==> config.mk <==
export PLATFORM = sky130hd
export DESIGN_NAME = block_move_arbiter
export DESIGN_NICKNAME = d
export VERILOG_FILES = /design/src/rtl/block_move_arbiter.sv
export SDC_FILE = /design/constraint.sdc
export NUM_CORES = 1
export LEC_CHECK = 0
export BUFFER_PORTS_ARGS = -buffer_cell sky130_fd_sc_hd__buf_2
export CAP_MARGIN = 15
export CORE_MARGIN = 2
export CORE_UTILIZATION = 45
export CTS_BUF_LIST = sky130_fd_sc_hd__clkbuf_2 sky130_fd_sc_hd__clkbuf_4 sky130_fd_sc_hd__clkbuf_8
export CTS_CLUSTER_SIZE = 10
export DETAILED_ROUTE_END_ITERATION = 10
export HOLD_SLACK_MARGIN = 0.02
export PLACE_DENSITY_LB_ADDON = 0.15
export SLEW_MARGIN = 40
export SYNTH_ARGS = -nofsm -noshare
export SYNTH_HDL_FRONTEND = slang
export SYNTH_SLANG_ARGS = --single-unit
==> constraint.sdc <==
create_clock -name clk -period 2.7 [get_ports clk]
set_input_delay 0.135 -clock clk [delete_from_list [all_inputs] [get_ports clk]]
set_output_delay 0.135 -clock clk [all_outputs]
set_load 0.01 [all_outputs]
==> src/rtl/block_move_arbiter.sv <==
// ---------------------------------------------------------------------------
// block_move_arbiter
//
// Purpose:
//   Owns the on-screen block centre position and shares it between two
//   movement requesters (0 = board buttons, 1 = keyboard/UART decoder).
//   Once per frame tick the requests are sampled, one requester is granted
//   using a round-robin pointer, and a single STEP move with screen wrap is
//   applied.  The pixel/colour logic only reads xpos_o, ypos_o, last_dir_o.
//
// Ports:
//   clk           in   1   system clock
//   rst           in   1   reset, asynchronous, active-high
//   frame_tick_i  in   1   one-cycle pulse, once per video frame
//   req0_i        in   4   requester 0 direction {up,down,left,right}
//   req1_i        in   4   requester 1 direction {up,down,left,right}
//   xpos_o        out 10   block centre x
//   ypos_o        out 10   block centre y
//   grant_o       out  2   one-hot winner of last arbitration, 00 = none
//   move_valid_o  out  1   one-cycle pulse: xpos_o/ypos_o just updated
//   last_dir_o    out  4   one-hot direction of most recent applied move
//
// Configuration macro:
//   STICKY_GRANT_EN  defined   -> winner keeps ownership while it requests
//                    undefined -> pointer moves to the other requester
//                                 after every grant (strict alternation)
//
// Timing: frame_tick_i sampled in IDLE -> ARB -> MOVE; the new position and
// move_valid_o are visible three cycles after the tick cycle.
// ---------------------------------------------------------------------------
module block_move_arbiter #(
    parameter int unsigned STEP  = 2,
    parameter int unsigned X_MIN = 150,
    parameter int unsigned X_MAX = 800,
    parameter int unsigned Y_MIN = 34,
    parameter int unsigned Y_MAX = 514,
    parameter int unsigned X_RST = 450,
    parameter int unsigned Y_RST = 250
) (
    input  logic       clk,
    input  logic       rst,
    input  logic       frame_tick_i,
    input  logic [3:0] req0_i,
    input  logic [3:0] req1_i,
    output logic [9:0] xpos_o,
    output logic [9:0] ypos_o,
    output logic [1:0] grant_o,
    output logic       move_valid_o,
    output logic [3:0] last_dir_o
);

    // Wrap comparisons are done in 11 bits so xpos+STEP cannot overflow.
    localparam logic [10:0] STEP_W  = 11'(STEP);
    localparam logic [10:0] X_MIN_W = 11'(X_MIN);
    localparam logic [10:0] X_MAX_W = 11'(X_MAX);
    localparam logic [10:0] Y_MIN_W = 11'(Y_MIN);
    localparam logic [10:0] Y_MAX_W = 11'(Y_MAX);
    localparam logic [9:0]  STEP_N  = 10'(STEP);
    localparam logic [9:0]  X_RST_N = 10'(X_RST);
    localparam logic [9:0]  Y_RST_N = 10'(Y_RST);

    typedef enum logic [1:0] {
        IDLE = 2'd0,
        ARB  = 2'd1,
        MOVE = 2'd2
    } state_t;

    state_t      state_q, state_d;
    logic [3:0]  s0_q, s0_d;      // sampled requester 0
    logic [3:0]  s1_q, s1_d;      // sampled requester 1
    logic [9:0]  x_q, x_d;
    logic [9:0]  y_q, y_d;
    logic [1:0]  grant_q, grant_d;
    logic        mv_q, mv_d;
    logic [3:0]  dir_q, dir_d;
    logic        rr_q, rr_d;      // favoured requester index

    logic        win1;
    logic [3:0]  win_req;
    logic [3:0]  dir_sel;
    logic [10:0] x_inc;
    logic [10:0] y_inc;

    always_ff @(posedge clk or posedge rst) begin
        if (rst) begin
            state_q <= IDLE;
            s0_q    <= 4'b0000;
            s1_q    <= 4'b0000;
            x_q     <= X_RST_N;
            y_q     <= Y_RST_N;
            grant_q <= 2'b00;
            mv_q    <= 1'b0;
            dir_q   <= 4'b0000;
            rr_q    <= 1'b0;
        end else begin
            state_q <= state_d;
            s0_q    <= s0_d;
            s1_q    <= s1_d;
            x_q     <= x_d;
            y_q     <= y_d;
            grant_q <= grant_d;
            mv_q    <= mv_d;
            dir_q   <= dir_d;
            rr_q    <= rr_d;
        end
    end

    always_comb begin
        state_d = state_q;
        s0_d    = s0_q;
        s1_d    = s1_q;
        x_d     = x_q;
        y_d     = y_q;
        grant_d = grant_q;
        mv_d    = 1'b0;
        dir_d   = dir_q;
        rr_d    = rr_q;

        // Favoured requester wins when it has a request, else the other one.
        win1 = rr_q ? (s1_q != 4'b0000) : (s0_q == 4'b0000);

        // In MOVE, grant_q already names the winner.
        win_req = grant_q[1] ? s1_q : s0_q;

        // Direction priority: right > left > up > down.
        dir_sel = 4'b0000;
        if (win_req[0])      dir_sel = 4'b0001;
        else if (win_req[1]) dir_sel = 4'b0010;
        else if (win_req[3]) dir_sel = 4'b1000;
        else if (win_req[2]) dir_sel = 4'b0100;

        x_inc = {1'b0, x_q} + STEP_W;
        y_inc = {1'b0, y_q} + STEP_W;

        case (state_q)
            IDLE: begin
                if (frame_tick_i) begin
                    s0_d    = req0_i;
                    s1_d    = req1_i;
                    state_d = ARB;
                end
            end
            ARB: begin
                if ((s0_q == 4'b0000) && (s1_q == 4'b0000)) begin
                    grant_d = 2'b00;
                    state_d = IDLE;
                end else begin
                    grant_d = win1 ? 2'b10 : 2'b01;
                    state_d = MOVE;
                end
            end
            MOVE: begin
                if (dir_sel[0]) begin
                    x_d = (x_inc > X_MAX_W) ? X_MIN_W[9:0] : x_inc[9:0];
                end else if (dir_sel[1]) begin
                    x_d = ({1'b0, x_q} < (X_MIN_W + STEP_W)) ? X_MAX_W[9:0] : (x_q - STEP_N);
                end else if (dir_sel[3]) begin
                    y_d = ({1'b0, y_q} < (Y_MIN_W + STEP_W)) ? Y_MAX_W[9:0] : (y_q - STEP_N);
                end else if (dir_sel[2]) begin
                    y_d = (y_inc > Y_MAX_W) ? Y_MIN_W[9:0] : y_inc[9:0];
                end
                dir_d = dir_sel;
                mv_d  = 1'b1;
`ifdef STICKY_GRANT_EN
                rr_d  = grant_q[1];
`else
                rr_d  = ~grant_q[1];
`endif
                state_d = IDLE;
            end
            default: begin
                state_d = IDLE;
            end
        endcase
    end

    assign xpos_o       = x_q;
    assign ypos_o       = y_q;
    assign grant_o      = grant_q;
    assign move_valid_o = mv_q;
    assign last_dir_o   = dir_q;

endmodule

==> results of run 1 <==
==> cell usage in the layout, fill, tap and decap left out, drive strengths merged, types with 4 or more instances in the layout <==
cell type and count:
buf 43, nand2 29, o21ai 28, dfrtp 26, nor2 17, a21oi 16
nand3 12, inv 11, dfstp 10, mux2 10, nor3 9, a211o 7
nor3b 7, nor4 6, a21o 6, o21a 5, nand4 5, ha 5
clkbuf 5, a211oi 5, nand2b 4, a31oi 4, or3 4, or4 4
==> what timing repair did <==
action                                  4_1_cts  5_1_grt
endpoints found under the setup margin        0        2
resized for setup                             0        0
hold endpoints to repair                     26        0
setup buffers                                 0        2
hold buffers                                  1        0
==> critical path: stages, from the launching register on <==
cell      delay, ns
dfrtp_1        0.52
inv_1          0.14
ha_1           0.35
or4b_1         0.49
a21o_1         0.21
a32oi_2        0.27
o21ai_2        0.15
a211o_1        0.25
o221ai_1       0.07
==> cell families after synthesis <==
| logic type | synth area share |
|---|---|
| other | 0.00139 |
| AO/OA/AOI/OAI | 0.283 |
| buffers and inverters | 0.0685 |
| multiplexers | 0.0491 |
| AND/OR/NAND/NOR | 0.221 |
| adder cells (fa/ha/maj) | 0.0232 |
| XOR/XNOR | 0.0162 |
| flip-flops | 0.338 |
==> flip-flops by register name, summed over array words and instances, names as in the netlist <==
signal and cells:
grant_o 2, last_dir_o 4, move_valid_o 1, rr_q 1, s0_q 4, s1_q 4
state_q 2, xpos_o 9, ypos_o 9
==> power groups by stage <==
stage / clock (W) / sequential (W) / combinational, W
floorplan: 0 / 0.00102 / 0.00130
global placement: 0 / 0.00119 / 0.00154
detailed placement: 0 / 0.00119 / 0.00156
CTS: 0.000506 / 0.00118 / 0.00156
global route: 0.000528 / 0.00123 / 0.00178
finish: 0.000491 / 0.00118 / 0.00160
==> layer usage <==
| layer | GRT usage | vias up |
|---|---|---|
| met4 | 0.0797 | 0 |
| met3 | 0.0374 | 9 |
| met2 | 0.351 | 57 |
| met5 | 0 | - |
| li1 | - | 1215 |
| met1 | 0.290 | 1192 |
==> through the flow <==
stage	power, W	instance area (sq um)
2_1_floorplan	0.00232	2710
3_3_place_gp	0.00273	2880
3_5_place_dp	0.00275	2880
4_1_cts	0.00326	3000
5_1_grt	0.00354	3010
6_report	0.00327	3010
==> cell type report <==
| class | count | area share |
|---|---|---|
| Multi-Input combinational cell | 238 | 0.533 |
| Inverter | 11 | 0.0137 |
| Clock buffer | 5 | 0.0229 |
| Sequential cell | 36 | 0.303 |
| Clock inverter | 3 | 0.0141 |
| Timing Repair Buffer | 44 | 0.0814 |
| Tap cell | 75 | 0.0312 |
==> worst paths after layout <==
path                                        endpoint                      start  slack [ns]  depth (start not counted)
setup / recovery               xpos_o[9]$_DFFE_PP0P_      xpos_o[2]$_DFFE_PP0P_        0.18                          8
hold / removal                   s1_q[0]$_DFFE_PP0P_                  req1_i[0]        0.07                          2
setup reg to reg               xpos_o[9]$_DFFE_PP0P_      xpos_o[2]$_DFFE_PP0P_        0.18                          8
hold reg to reg            last_dir_o[3]$_DFFE_PP0P_  last_dir_o[3]$_DFFE_PP0P_        0.48                          2
max in group asynchronous      ypos_o[7]$_DFFE_PP1P_                        rst        1.86                          4
min in group asynchronous      ypos_o[9]$_DFFE_PP0P_                        rst        0.48                          4
==> metrics.md, run 1 <==
| Metric | Value |
|---|---|
| Final Hold Violating Endpoints | 0 |
| Global Route Usage Sum | 0.217 |
| Multi-input gate area | 1610 sq um |
| Max-cap violations | 0 |
| Root buf cell | clkbuf_8 |
| Synth Register Bits | 36 |
| Skew final | roughly 0.013 ns |
| # nets final | ~350 |
| Row cnt | 28 |
| CP Capture Type | flop |
| Die Ht | 81.5 um |
| Inserted Diodes | 0 |
| Fill cells | 550 |
| Met1 WL | ~3100 um |
| Maximum vdd ir drop | 0.499 mV |
| Final setup fails | 0 |
| Combinational Power Share | 0.490 |
| Rel. slew slack | 0.534 |
| Drt drc | 0 |
| Data required, critical path | 2.91 ns |
| Cts bufs inserted | 5 |
| Detailed placement HPWL | 4620 um |
| Full die area | approximately 6600 sq um |
| CP Data Arrival Time | between 2 and 3 ns |
| Die width | 81.5 um |
| P&R area growth vs syn | 11.5% |
| Min Hold Slack | 0.0737 ns |
| Post-synth top cells | nand2_1 (29), dfrtp_1 (26), o21ai_0 (22), nor2_1 (17), a21oi_1 (15) |
| Startpoint Class | flop |
| Yosys top cell area share | 0.241 |
| Reg area | about 910 sq um |
| Pwr/cell area | 1090 nW/um^2 |
| Worst-margin pin slew | 0.694 ns |
| EDFF count, synth | 0 |
| Grt total ovfl | 0 |
| Ratio of cells with drive above 1 in the final layout | 0.252 |
| Outcome | complete, no violations |
| Input/output buffers | 35 |
| Top cells by area, synth | dfrtp_1 (24%), dfstp_2 (9.7%), o21ai_0 (4.1%), nand2_1 (4.0%), mux2_2 (3.8%) |
| Vias/cell | 6.00 |
| Uppermost layer routed | met4 |
| Ys async rst share | 1.00 |
| Top_reg_cell synth | dfrtp_1 |
| Int Pwr | 0.00173 W |
| Final design utilization | 0.515 |
| Area leader, netlist | dfrtp_1 |
| I/O pins | 38 |
| YS warnings | 0 |
| Crit path time final | roughly 2.5 ns |
| Fin. max-slew vios | 0 |
| CP max FO | 9 |
| F_max | 397 MHz |
| Largest net degree at the start of global routing | 37 |
| Wire length on met2 | ~3200 um |
| Syn Inst Count | 309 |
| Yosys cell types | 70 |
| Post-synthesis sequential area ratio | 0.338 |
| Vias in the first global route | 2300 |
| Switching power | around 0.0015 W |
| Met3 wire length | 232 um |
| Unrepaired setup endpoints after global routing | false |
| Htree depth | 2 |
| Pleak | 1.22 nW |
| Synthesized cell area | 2700 sq um |
| Setup_tns | 0 ns |
| Core area | 5850 sq um |
| Final period utilization | 0.934 |
| Finished Layout Cells | roughly 400 |
| Placer Congestion | 0.852 |
| Worst slack, placed | between 0.1 and 0.15 ns |
| Skew-Pair Late Insertion Delay | 0.30 ns |
| PnR worst setup slack | 0.178 ns |
| Hold WC Path Type | input port to flop |
| Sink Count | 36 |
| DP Cell Count | 401 |
| Clk pin slew, worst setup/hold paths | 0.08 ns |
| Total number of vias | around 2500 |
| First-pass GRT wire length | between 10000 and 15000 um |
| DRT iter0 DRCs | 146 |
| Flop pwr share | 0.360 |
| Post-route ant nets | 0 |
| Clock share of power | 0.150 |
| Routed WL | 6620 um |
| TritonCTS clock tree | yes |
| Avg Inst Size Synth | 8.74 sq um |
| CP Class | flop to flop |
| Initial antenna violation count | 0 |
| First drt pass iteration count | 4 |
| Starting Density | 0.462 |
| Most common cell in the netlist | nand2_1 |
| WL/cell | between 15 and 20 um |
| Clock buffer depth | 2 |
| Net Sw Frac | 0.470 |
(Power assumes the default switching activity.)
==> inputs of run 2 (changes only) <==
--- a/config.mk
+++ b/config.mk
@@ -9,11 +9,12 @@
 export CAP_MARGIN = 15
 export CORE_MARGIN = 2
 export CORE_UTILIZATION = 45
-export CTS_BUF_LIST = sky130_fd_sc_hd__clkbuf_2 sky130_fd_sc_hd__clkbuf_4 sky130_fd_sc_hd__clkbuf_8
+export CTS_BUF_LIST = sky130_fd_sc_hd__clkbuf_16
 export CTS_CLUSTER_SIZE = 10
 export DETAILED_ROUTE_END_ITERATION = 10
 export HOLD_SLACK_MARGIN = 0.02
 export PLACE_DENSITY_LB_ADDON = 0.15
+export SETUP_SLACK_MARGIN = 0.2
 export SLEW_MARGIN = 40
 export SYNTH_ARGS = -nofsm -noshare
 export SYNTH_HDL_FRONTEND = slang
==> run 2 against run 1 <==
First-iteration DRC count increased by 14%. Fmax up 4.9%. Hold slack improved by 0.016 ns. Critical path depth unchanged. Core utilization increased by 1.4 points. Via count grew 0.57%. Non-clock buffer count down 1. Critical endpoint unchanged. Largest cell class unchanged.
==> metrics.md, run 2 (synthesis gave the netlist of run 1 again) <==
| Metric | Value |
|---|---|
| Placement Cell Area | 2880 sq um (unchanged) |
| Final design utilization | 0.529 (+0.0143) |
| CP max FO | 5 (-4) |
| Unrepaired setup endpoints after global routing | false |
| Vias in the first global route | 2302 (+0.087%) |
| TritonCTS clock tree | yes |
| P&R area growth vs syn | 14.6% |
| Clock buffer depth | 2 (unchanged) |
| Grt total ovfl | 0 (unchanged) |
| Final setup fails | 0 (unchanged) |
| PnR worst setup slack | 0.295 ns (+0.117 ns) |
| Rel. slew slack | 0.538 (+0.00359) |
| Detailed placement HPWL | 4620 um (unchanged) |
| Final instance area | 3100 sq um (+2.8%) |
| Initial antenna violation count | 0 (unchanged) |
| First-pass GRT wire length | 11300 um (-0.48%) |
| Pwr/cell area | 1140 nW/um^2 (+4.6%) |
| Final period utilization | 0.891 (-0.0433) |
| Crit-path max cell delay | 0.53 ns (about the same) |
| Drt drc | 0 (unchanged) |
| DRT iter0 DRCs | 166 (+14%) |
| F_max | 416 MHz (+4.9%) |
| Root buf cell | clkbuf_16 |
| First drt pass iteration count | 4 (unchanged) |
| Hold WC Path Type | input port to flop |
| CP Data Arrival Time | 2.59 ns (-0.14 ns) |
| Starting Density | 0.462 (unchanged) |
| Sink Count | 36 (unchanged) |
| Global Route Usage Sum | 0.215 (-0.00210) |
| Crit path depth | 8 (unchanged) |
| # nets final | 351 (-0.28%) |
| Final Hold Violating Endpoints | 0 (unchanged) |
| Pleak | 1.24 nW (+1.7%) |
| Full die area | 6640 sq um (unchanged) |
| Post-route ant nets | 0 (unchanged) |
| Worst-margin pin slew | 0.689 ns (-0.00535 ns) |
| Cell family with most CP delay | compound AO/OA/AOI/OAI gates |
| Input/output buffers | 35 (unchanged) |
| Crit path time final | 2.40 ns (-0.117 ns) |
| Data required, critical path | 2.88 ns (-0.03 ns) |
| Ratio of cells with drive above 1 in the final layout | 0.259 (+0.00670) |
| Setup_tns | 0 ns (unchanged) |
| Die width | 81.5 um (unchanged) |
| Most frequent cells in the layout | buf_2 (35), nand2_1 (29), dfrtp_1 (25), o21ai_0 (22), nor2_1 (17) |
| Vias/cell | 6.05 (+0.81%) |
| Fin. max-slew vios | 0 (unchanged) |
| WL/cell | 16.3 um (+1.5%) |
| I/O pins | 38 (unchanged) |
| CP Capture Type | flop |
| Skew-Pair Late Insertion Delay | 0.28 ns (-0.02 ns) |
| R2r worst-path depth | 8 (unchanged) |
| Hold depth | 2 (unchanged) |
| CP bufs+invs | 1 (unchanged) |
| Worst slack, placed | 0.117 ns (unchanged) |
| Die Ht | 81.5 um (unchanged) |
| Inserted Diodes | 0 (unchanged) |
| CP Class | flop to flop |
| Clk pin slew, worst setup/hold paths | 0.06 ns (-0.02 ns) |
| Core area | 5850 sq um (unchanged) |
| Commonest non-fill, non-tap cell in the layout | buf_2 |
| Startpoint Class | flop |
| Maximum vdd ir drop | 0.626 mV (+26%) |
| Min Hold Slack | 0.0898 ns (+0.0161 ns) |
| Total number of vias | 2487 (+0.57%) |
| Htree depth | 2 (unchanged) |
| Outcome | complete, no violations |
| Routed WL | 6700 um (+1.3%) |
| Largest net degree at the start of global routing | 37 (unchanged) |
| CP max-delay cell | dfstp_2 |
| Max-cap violations | 0 (unchanged) |
| Cts bufs inserted | 5 (unchanged) |
| Skew final | 0.00714 ns (-0.00596 ns) |
| Placer Congestion | 0.852 (unchanged) |
| Row cnt | 28 (unchanged) |
| CP Cell Sequence | inv_1 -> ha_4 -> or4b_1 -> a21o_1 -> a32oi_4 -> o21ai_4 -> a211o_1 -> o221ai_1 |
| Fill cells | 533 (-3.1%) |
run 2: metrics by stage:
| step | power, W | std cells |
|---|---|---|
| detailed placement | 0.00275 | 401 |
| CTS | 0.00344 | 411 |
| global placement | 0.00273 | 401 |
| global route | 0.00378 | 411 |
| floorplan | 0.00232 | 310 |
| finish | 0.00352 | 411 |
run 2: path summary, 6_finish.rpt:
path                                      startpoint                        end  slack [ns]
setup / recovery               xpos_o[1]$_DFFE_PP1P_      xpos_o[9]$_DFFE_PP0P_        0.30
hold / removal                             req0_i[3]        s0_q[3]$_DFFE_PP0P_        0.09
setup reg to reg               xpos_o[1]$_DFFE_PP1P_      xpos_o[9]$_DFFE_PP0P_        0.30
hold reg to reg            last_dir_o[3]$_DFFE_PP0P_  last_dir_o[3]$_DFFE_PP0P_        0.47
max in group asynchronous                        rst      ypos_o[1]$_DFFE_PP1P_        1.84
min in group asynchronous                        rst        s0_q[2]$_DFFE_PP0P_        0.51
run 2: timing repair:
item	CTS	global route
resized for setup	1	4
hold endpoints to repair	26	0
buffers inserted	1	0
endpoints found under the setup margin	5	5
hold buffers	1	0
pin swaps	0	1
run 2: power by group:
group          internal [W]  switching, W
logic              0.000709      0.000961
clock network      0.000434      0.000231
registers          0.000789      0.000395
total               0.00193       0.00159
run 2: routing by layer:
layer / GRT usage / share of wire
met4: 0.0746 / 0.013
met2: 0.351 / 0.47
met3: 0.0341 / 0.032
met5: 0 / 0
met1: 0.288 / 0.48
run 2: cell type report:
type                    count  area [sq um]  area share
clock buffers               5           125      0.0404
clock inverters             3          42.5      0.0137
inverters                  11          41.3      0.0133
multi-input cells         238          1640       0.530
flip-flops and latches     36           915       0.295
well taps                  75          93.8      0.0303
repair buffers             43           238      0.0768
